## src/rtl/fsk_serdes_pkg.sv

```systemverilog
// Package shared by the FSK word serializer and deserializer.
// It holds the default word width and the FSM state encoding used on both sides of the link.
package fsk_serdes_pkg;

  // Default word width in bits. It is also the number of bit strobes per frame.
  localparam int DATA_SIZE_DEF = 32;

  // Frame FSM states.
  typedef enum logic {
    S_IDLE  = 1'b0,
    S_SHIFT = 1'b1
  } state_t;

endpackage

```

## src/rtl/deserializer.sv

```systemverilog
// deserializer: collects an LSB-first serial bit stream into DATA_SIZE-bit words.
// Each word is presented on a valid/ack holding register.
//
// Ports:
//   clk        rising-edge clock
//   rst        synchronous reset, active-low
//   en         bit strobe; din is valid this cycle, held high across a frame
//   din        serial data bit, LSB first
//   data       last completed word, stable while valid=1
//   valid      data holds an unconsumed word
//   ack        consumer accepts data; ignored while valid=0
//   busy       frame reception in progress
//   frame_err  one-cycle pulse when en drops mid-frame
//   overrun    sticky flag: a completed word was dropped (valid=1, ack=0)
module deserializer
  import fsk_serdes_pkg::*;
#(
  parameter int DATA_SIZE = DATA_SIZE_DEF
) (
  input  logic                 clk,
  input  logic                 rst,
  input  logic                 en,
  input  logic                 din,
  output logic [DATA_SIZE-1:0] data,
  output logic                 valid,
  input  logic                 ack,
  output logic                 busy,
  output logic                 frame_err,
  output logic                 overrun
);

  localparam int CW = $clog2(DATA_SIZE + 1);
  localparam logic [CW-1:0] LAST_CNT = CW'(DATA_SIZE - 1);

  state_t               state_r, state_nx_s;
  logic [DATA_SIZE-1:0] shreg_r, shreg_nx_s;
  logic [CW-1:0]        cnt_r, cnt_nx_s;
  logic [DATA_SIZE-1:0] word_s;
  logic                 complete_s;
  logic                 abort_s;

  logic [DATA_SIZE-1:0] data_r;
  logic                 valid_r;
  logic                 busy_r;
  logic                 frame_err_r;
  logic                 overrun_r;

  // The incoming bit enters at the MSB, so the first bit of a frame ends up at bit 0.
  assign word_s = {din, shreg_r[DATA_SIZE-1:1]};

  // Next-state, shift and count logic for the frame FSM.
  always_comb begin
    state_nx_s = state_r;
    shreg_nx_s = shreg_r;
    cnt_nx_s   = cnt_r;
    complete_s = 1'b0;
    abort_s    = 1'b0;
    case (state_r)
      S_IDLE: begin
        if (en) begin
          shreg_nx_s = word_s;
          cnt_nx_s   = CW'(1);
          state_nx_s = S_SHIFT;
        end else begin
          state_nx_s = S_IDLE;
        end
      end
      S_SHIFT: begin
        if (en) begin
          shreg_nx_s = word_s;
          if (cnt_r == LAST_CNT) begin
            // Final bit. Returning to IDLE lets an en=1 in the next cycle start a
            // new frame without a dead cycle.
            complete_s = 1'b1;
            cnt_nx_s   = '0;
            state_nx_s = S_IDLE;
          end else begin
            cnt_nx_s = cnt_r + CW'(1);
          end
        end else begin
          abort_s    = 1'b1;
          shreg_nx_s = '0;
          cnt_nx_s   = '0;
          state_nx_s = S_IDLE;
        end
      end
      default: begin
        shreg_nx_s = '0;
        cnt_nx_s   = '0;
        state_nx_s = S_IDLE;
      end
    endcase
  end

  // Shift register, bit counter, FSM state and busy flag.
  always_ff @(posedge clk) begin
    if (!rst) begin
      state_r <= S_IDLE;
      shreg_r <= '0;
      cnt_r   <= '0;
      busy_r  <= 1'b0;
    end else begin
      state_r <= state_nx_s;
      shreg_r <= shreg_nx_s;
      cnt_r   <= cnt_nx_s;
      busy_r  <= (state_nx_s == S_SHIFT);
    end
  end

  // Output holding register with the valid/ack handshake and the error flags.
  always_ff @(posedge clk) begin
    if (!rst) begin
      data_r      <= '0;
      valid_r     <= 1'b0;
      frame_err_r <= 1'b0;
      overrun_r   <= 1'b0;
    end else begin
      frame_err_r <= abort_s;
      if (complete_s) begin
        // An ack in the same cycle frees the register for the new word.
        if (!valid_r || ack) begin
          data_r  <= word_s;
          valid_r <= 1'b1;
        end else begin
          overrun_r <= 1'b1;
        end
      end else if (valid_r && ack) begin
        valid_r <= 1'b0;
      end else begin
        valid_r <= valid_r;
      end
    end
  end

  assign data      = data_r;
  assign valid     = valid_r;
  assign busy      = busy_r;
  assign frame_err = frame_err_r;
  assign overrun   = overrun_r;

endmodule

```

## config.mk

```make
export PLATFORM = sky130hd
export DESIGN_NAME = deserializer
export DESIGN_NICKNAME = d
export VERILOG_FILES = /design/src/rtl/fsk_serdes_pkg.sv /design/src/rtl/deserializer.sv
export SDC_FILE = /design/constraint.sdc
export NUM_CORES = 1
export LEC_CHECK = 0
export ABC_AREA = 1
export CORE_UTILIZATION = 57
export DETAILED_ROUTE_END_ITERATION = 10
export PLACE_DENSITY = 0.81
export SYNTH_ARGS = -nofsm -noshare
export SYNTH_HDL_FRONTEND = slang
export SYNTH_SLANG_ARGS = --single-unit
```

## constraint.sdc

```tcl
create_clock -name clk -period 2.1 [get_ports clk]
set_input_delay 0.42 -clock clk [delete_from_list [all_inputs] [get_ports clk]]
set_output_delay 0.42 -clock clk [all_outputs]
set_load 0.01 [all_outputs]
```

==> flow_summary.toml, run 1 <==
[synth]
ys.warnings.count = 0
synth_nets = 316
synthFlopType = "dfxtp_1"
synth_area_leaders = "dfxtp_1 52%, o32ai_1 8.7%, nand4_1 7.3%, a21oi_1 6.9%, inv_1 4.8%"
synth-seq-cells = 73
synth_commonest_cells = "73 x dfxtp_1, 39 x a21oi_1, 36 x inv_1"
synth_top_family_by_area = "simple AND/OR/NAND/NOR gates"
synth.area.mux_share_pct = 0
yosysTopAreaCell = "dfxtp_1"
syn_area_um2 = 2820
synthCells = 310
synth_edf_count = 0
synth-compound-area-share_pct = 17.7
netlist.area_leader.share_pct = 51.8
synth.distinct_cells = 23
async_reset_ff_share_pct = 0
synth_xor_area_share_pct = 0.311
synth-simple-area-share_pct = 18.8
synth_fa_ha_area_share_pct = 0.444
avgSynthCellArea_um2 = 9.10
synth_most_common_cell = "dfxtp_1"
yosysSeqAreaShare_pct = 51.8

[layout]
area.sequential_um2 = 1460
fillers = 354
multi_input_area_um2 = 1050
syn_to_final_growth_pct = 23.7
diodes = 0
fin_nets = 352
drive_gt1_share_pct = 13.7

[sta]
max_clock_freq_mhz = 570
worstMarginPinSlew_ns = 0.308
finalSetupViolCount = 0
rsz0062_at_grt = "false"
whs_ns = 0.455
clock_skew_ns = 0.00616
maxSlewViolCount = 0
tns_ns = 0
slew_headroom_pct = 79.5
period_share_pct = 83.5
period_needed_ns = 1.75
setup_ws_ns = 0.347
hold_viol = 0

[worst_setup_path]
crit_chain = "ha_1 > nand3_4 > nor2_8 > nand3_4 > buf_12 > nand2_2 > a21oi_1"
worstSetupPathType = "flop to flop"
startpoint_type = "flop"
critical_path_arrival_ns = 1.96
path_common_cell = "nand3_4"
r2r_slack_ns = 0.35
crit_slowest_cell = "dfxtp_1"
timing.rr.end = "data[28]"
timing.rr.start = "cnt_r[0]"
cp.required_ns = 2.31
reg2regPathDepth = 7
end_kind = "flop"
cp_max_fo = 20
crit_path_start = "cnt_r[0]"
slowest_delay_ns = 0.39

[detailed_routing]
first_pass_iters = 5
ant_nets = 0
drc_errors = 0
drt_iter0_drc = 164
vias = 2359
viasPerCell = 5.66
routedWlPerCell_um = 14.2
finalWirelength_mm = 5.91

[min_path]
min_from = "overrun"
hp-class = "flop to flop"
whs_endpoint = "overrun"
hold_depth = 2

[pwr]
peakVddDrop_v = 0.000555
cellPowerDensity_nw_per_um2 = 803
leakage_nw = 1.13

[clock_tree]
cts_tree = "built"
postCtsSetupRepairBufs = 0
cts_resized = 0
cts_buffers = 9
clockRootBuffer = "clkbuf_8"
insertion_delay_ns = 0.34
clockBufferDepth = 2
cts.sinks = 73
clkTransAtPathRegs_ns = 0.07
hold_buffers = 0
htree_levels = 3

[run_status]
outcome = "complete, no violations"

[floorplan]
core_um2 = 4750
die_h_um = 72.3
start_util_pct = 59.3
rows = 25
io-pin-count = 41
die_w_um = 72.3
die_area_um2 = 5230

[placement]
post-dp-hpwl_mm = 3.53
portBuffers = 40
place_ws_ns = 0.256
place_congestion = 0.756

[global_route]
grt_pass1_wl_mm = 10.1
gr-usage-all-layers_pct = 25.0
grt_pass1_vias = 2222
overflow = 0
grt_max_degree = 67
antenna_found_initial = 0

[flow_run]
maxCapViolCount = 0
[stage by stage]
stage	cell area, um^2	utilization (%)	total power, mW	std cells
global placement	3250	68.3	1.52	402
detailed placement	3250	68.3	1.52	402
global route	3490	73.4	2.90	417
finish	3490	73.4	2.80	417
CTS	3490	73.4	2.83	417
floorplan	2820	-	1.49	310
[worst max path at each step]
stage	end	slack, ns	cells after the start
after CTS	data[14]	0.35	7
after floorplan	data[22]	0.75	7
after global routing	data[14]	0.21	7
final	data[28]	0.35	7
after detailed placement	data[14]	0.26	7
after global placement	data[19]	0.30	7
[layout by cell type (no fill, tap or decap), types with 2 or more instances in the layout]
cell	count
dfxtp_1	73
clkdlybuf4s50_1	40
a21oi_1	39
inv_1	36
nand2_1	35
nand4_1	33
o32ai_1	28
nand2_2	16
clkbuf_8	10
buf_4	9
o21ai_0	6
nand3_1	5
bufinv_16	3
inv_2	2
nand3_4	2
nor2_1	2
buf_12	2
[per-layer routing]
metal	global-route usage, %	wire length, um	vias to the layer above
met3	6.67	183	8
li1	-	-	1161
met1	30.0	2640	1144
met4	11.3	72	0
met2	42.0	3010	46
met5	0	0	-
[critical path: cells and delay by family, from the launching register on]
kind	cells	cell delay, ns
and+or+nand+nor	4	0.69
buffers and inverters	1	0.24
adders and majority gates	1	0.25
DFF	1	0.39
AOI/OAI and AO/OA	1	0.06
[cell families after synthesis]
| kind of cell | Yosys count |
|---|---|
| simple gates | 95 |
| compound gates | 76 |
| flops | 73 |
| buf+inv | 64 |
| xor+xnor | 1 |
| fa+ha+maj | 1 |
[state kept, by name, summed over array words and instances, names as in the netlist]
name,count
shreg_r,31
data,32
valid,1
overrun,1
frame_err,1
busy,1
cnt_r,6
[power breakdown]
part / internal (mW) / switching [mW] / total, mW
sequential: 1.39 / 0.00429 / 1.39
clock: 0.815 / 0.499 / 1.31
combinational: 0.0283 / 0.0660 / 0.0943
[area by class of cell]
class	instances	area share, %
Clock inverter	5	2.98
Timing Repair Buffer	51	14.6
Tap cell	67	2.40
Clock buffer	10	3.94
Multi-Input combinational cell	173	30.2
Inverter	38	4.09
Sequential cell	73	41.9
Note: power is estimated with default switching activity, not from simulation.
==> inputs of run 2 (changes only) <==
--- a/config.mk
+++ b/config.mk
@@ -6,9 +6,9 @@
 export NUM_CORES = 1
 export LEC_CHECK = 0
 export ABC_AREA = 1
-export CORE_UTILIZATION = 57
+export CORE_UTILIZATION = 53
 export DETAILED_ROUTE_END_ITERATION = 10
-export PLACE_DENSITY = 0.81
+export PLACE_DENSITY = 0.76
 export SYNTH_ARGS = -nofsm -noshare
 export SYNTH_HDL_FRONTEND = slang
 export SYNTH_SLANG_ARGS = --single-unit
==> constraint.sdc (replaced) <==
create_clock -name clk -period 1.8 [get_ports clk]
set_input_delay 0.36 -clock clk [delete_from_list [all_inputs] [get_ports clk]]
set_output_delay 0.36 -clock clk [all_outputs]
set_load 0.01 [all_outputs]
==> run 2 against run 1 <==
  * First-iteration DRC count increased by 16%
  * Final cell count rose by 1.2%
  * Core utilization is 4.7 points lower
  * Sequential power is 17% higher
  * Clock skew grew 0.00051 ns
  * Non-clock buffer count rose by 3
  * Critical endpoint is now busy
  * Sequential cell count stayed put
  * Hold slack about the same
  * Die area rose by 7.3%
  * Combinational power up 28%
  * Clock power decreased by 8%
==> flow_summary.toml, run 2 (synthesis gave the netlist of run 1 again) <==
[sta]
max_clock_freq_mhz = 602
period_share_pct = 92.3
rsz0062_at_grt = "false"
hold_viol = 0
tns_ns = 0
finalSetupViolCount = 0
worstMarginPinSlew_ns = 0.291
clock_skew_ns = 0.00667
slew_headroom_pct = 80.6
period_needed_ns = 1.66
maxSlewViolCount = 0
whs_ns = 0.455

[worst_setup_path]
crit_chain = "clkdlybuf4s50_1"
slowest_delay_ns = 0.56
cp.required_ns = 1.44
critical_path_arrival_ns = 1.30
crit_slowest_cell = "clkdlybuf4s50_1"
path_depth = 1
end_kind = "primary output"
startpoint_type = "flop"
reg2regPathDepth = 7
cp_top_family = "buffers and inverters"
worstSetupPathType = "flop to primary output"
path_buf_inv = 1
cp_max_fo = 5

[flow_run]
maxCapViolCount = 0

[layout]
fin_util_pct = 68.7
fin_area_um2 = 3510
drive_gt1_share_pct = 14.2
layout_common_cells = "73 x dfxtp_1, 40 x clkdlybuf4s50_1, 39 x a21oi_1, 36 x inv_1, 35 x nand2_1"
largest_register_ffs = 32
final_cells = 422
fin_nets = 355
syn_to_final_growth_pct = 24.4
layout_commonest_cell = "dfxtp_1"
diodes = 0

[detailed_routing]
ant_nets = 0
drc_errors = 0
finalWirelength_mm = 5.85
drt_iter0_drc = 191
vias = 2316
viasPerCell = 5.49
routedWlPerCell_um = 13.9
first_pass_iters = 4

[clock_tree]
htree_levels = 3
clockRootBuffer = "clkbuf_8"
cts_tree = "built"
postCtsSetupRepairBufs = 0
cts_resized = 0
cts_buffers = 9
hold_buffers = 0
clockBufferDepth = 2
insertion_delay_ns = 0.34
clkTransAtPathRegs_ns = 0.07
cts.sinks = 73

[run_status]
outcome = "complete, no violations"

[global_route]
grt_pass1_wl_mm = 9.43
use_met1_pct = 28.9
grt_pass1_vias = 2007
grt_use_met2_pct = 36.3
overflow = 0
top_usage_layer = "met2"
grt_max_degree = 41
grt_use_met3_pct = 4.42
gr-usage-all-layers_pct = 22.7
antenna_found_initial = 0

[floorplan]
die_h_um = 74.9
core_um2 = 5110
die_w_um = 74.9
io-pin-count = 41
die_area_um2 = 5620
start_util_pct = 55.2
rows = 26

[pwr]
peakVddDrop_v = 0.000520
cellPowerDensity_nw_per_um2 = 843
leakage_nw = 1.14

[placement]
place_area_um2 = 3320
place_congestion = 0.755
post-dp-hpwl_mm = 3.68
dp.cells = 408
portBuffers = 40

[min_path]
hold_depth = 2
hp-class = "flop to flop"
[run 2: layout make-up]
class                   instances  area [um^2]
clock buffers                  10          138
well taps                      70         87.6
inverters                      38          143
flip-flops and latches         73         1460
multi-input cells             173         1050
fillers                       438         1600
repair buffers                 54          581
clock inverters                 4         45.0
[run 2: per-stage QoR]
step                setup WS [ns]  power [mW]
global route               0.0937        3.06
detailed placement         0.0584        1.78
CTS                         0.122        2.98
finish                      0.139        2.96
global placement            0.113        1.78
floorplan                   0.446        1.73
[run 2: tightest hold or removal path: cells and delay by family, from the launching register on]
kind / cells / cell delay (ns)
buf+inv: 1 / 0.05
flops: 1 / 0.31
compound gates: 1 / 0.05
[run 2: layer usage]
metal	wire length, um	part of all wire [%]
met5	0	0
met4	91	1.6
met3	232	4.0
met2	2790	48
met1	2740	47
[run 2: power breakdown]
group | total, mW | switching (mW) | internal, mW
Combinational | 0.121 | 0.0779 | 0.0426
Clock | 1.21 | 0.555 | 0.655
Sequential | 1.63 | 0.00505 | 1.62
Total | 2.96 | 0.638 | 2.32
[run 2: final timing paths]
path | slack, ns | start | endpoint
max reg2reg | 0.31 | cnt_r[0] | data[13]
max | 0.14 | busy | busy
min | 0.45 | overrun | overrun
min reg2reg | 0.45 | overrun | overrun
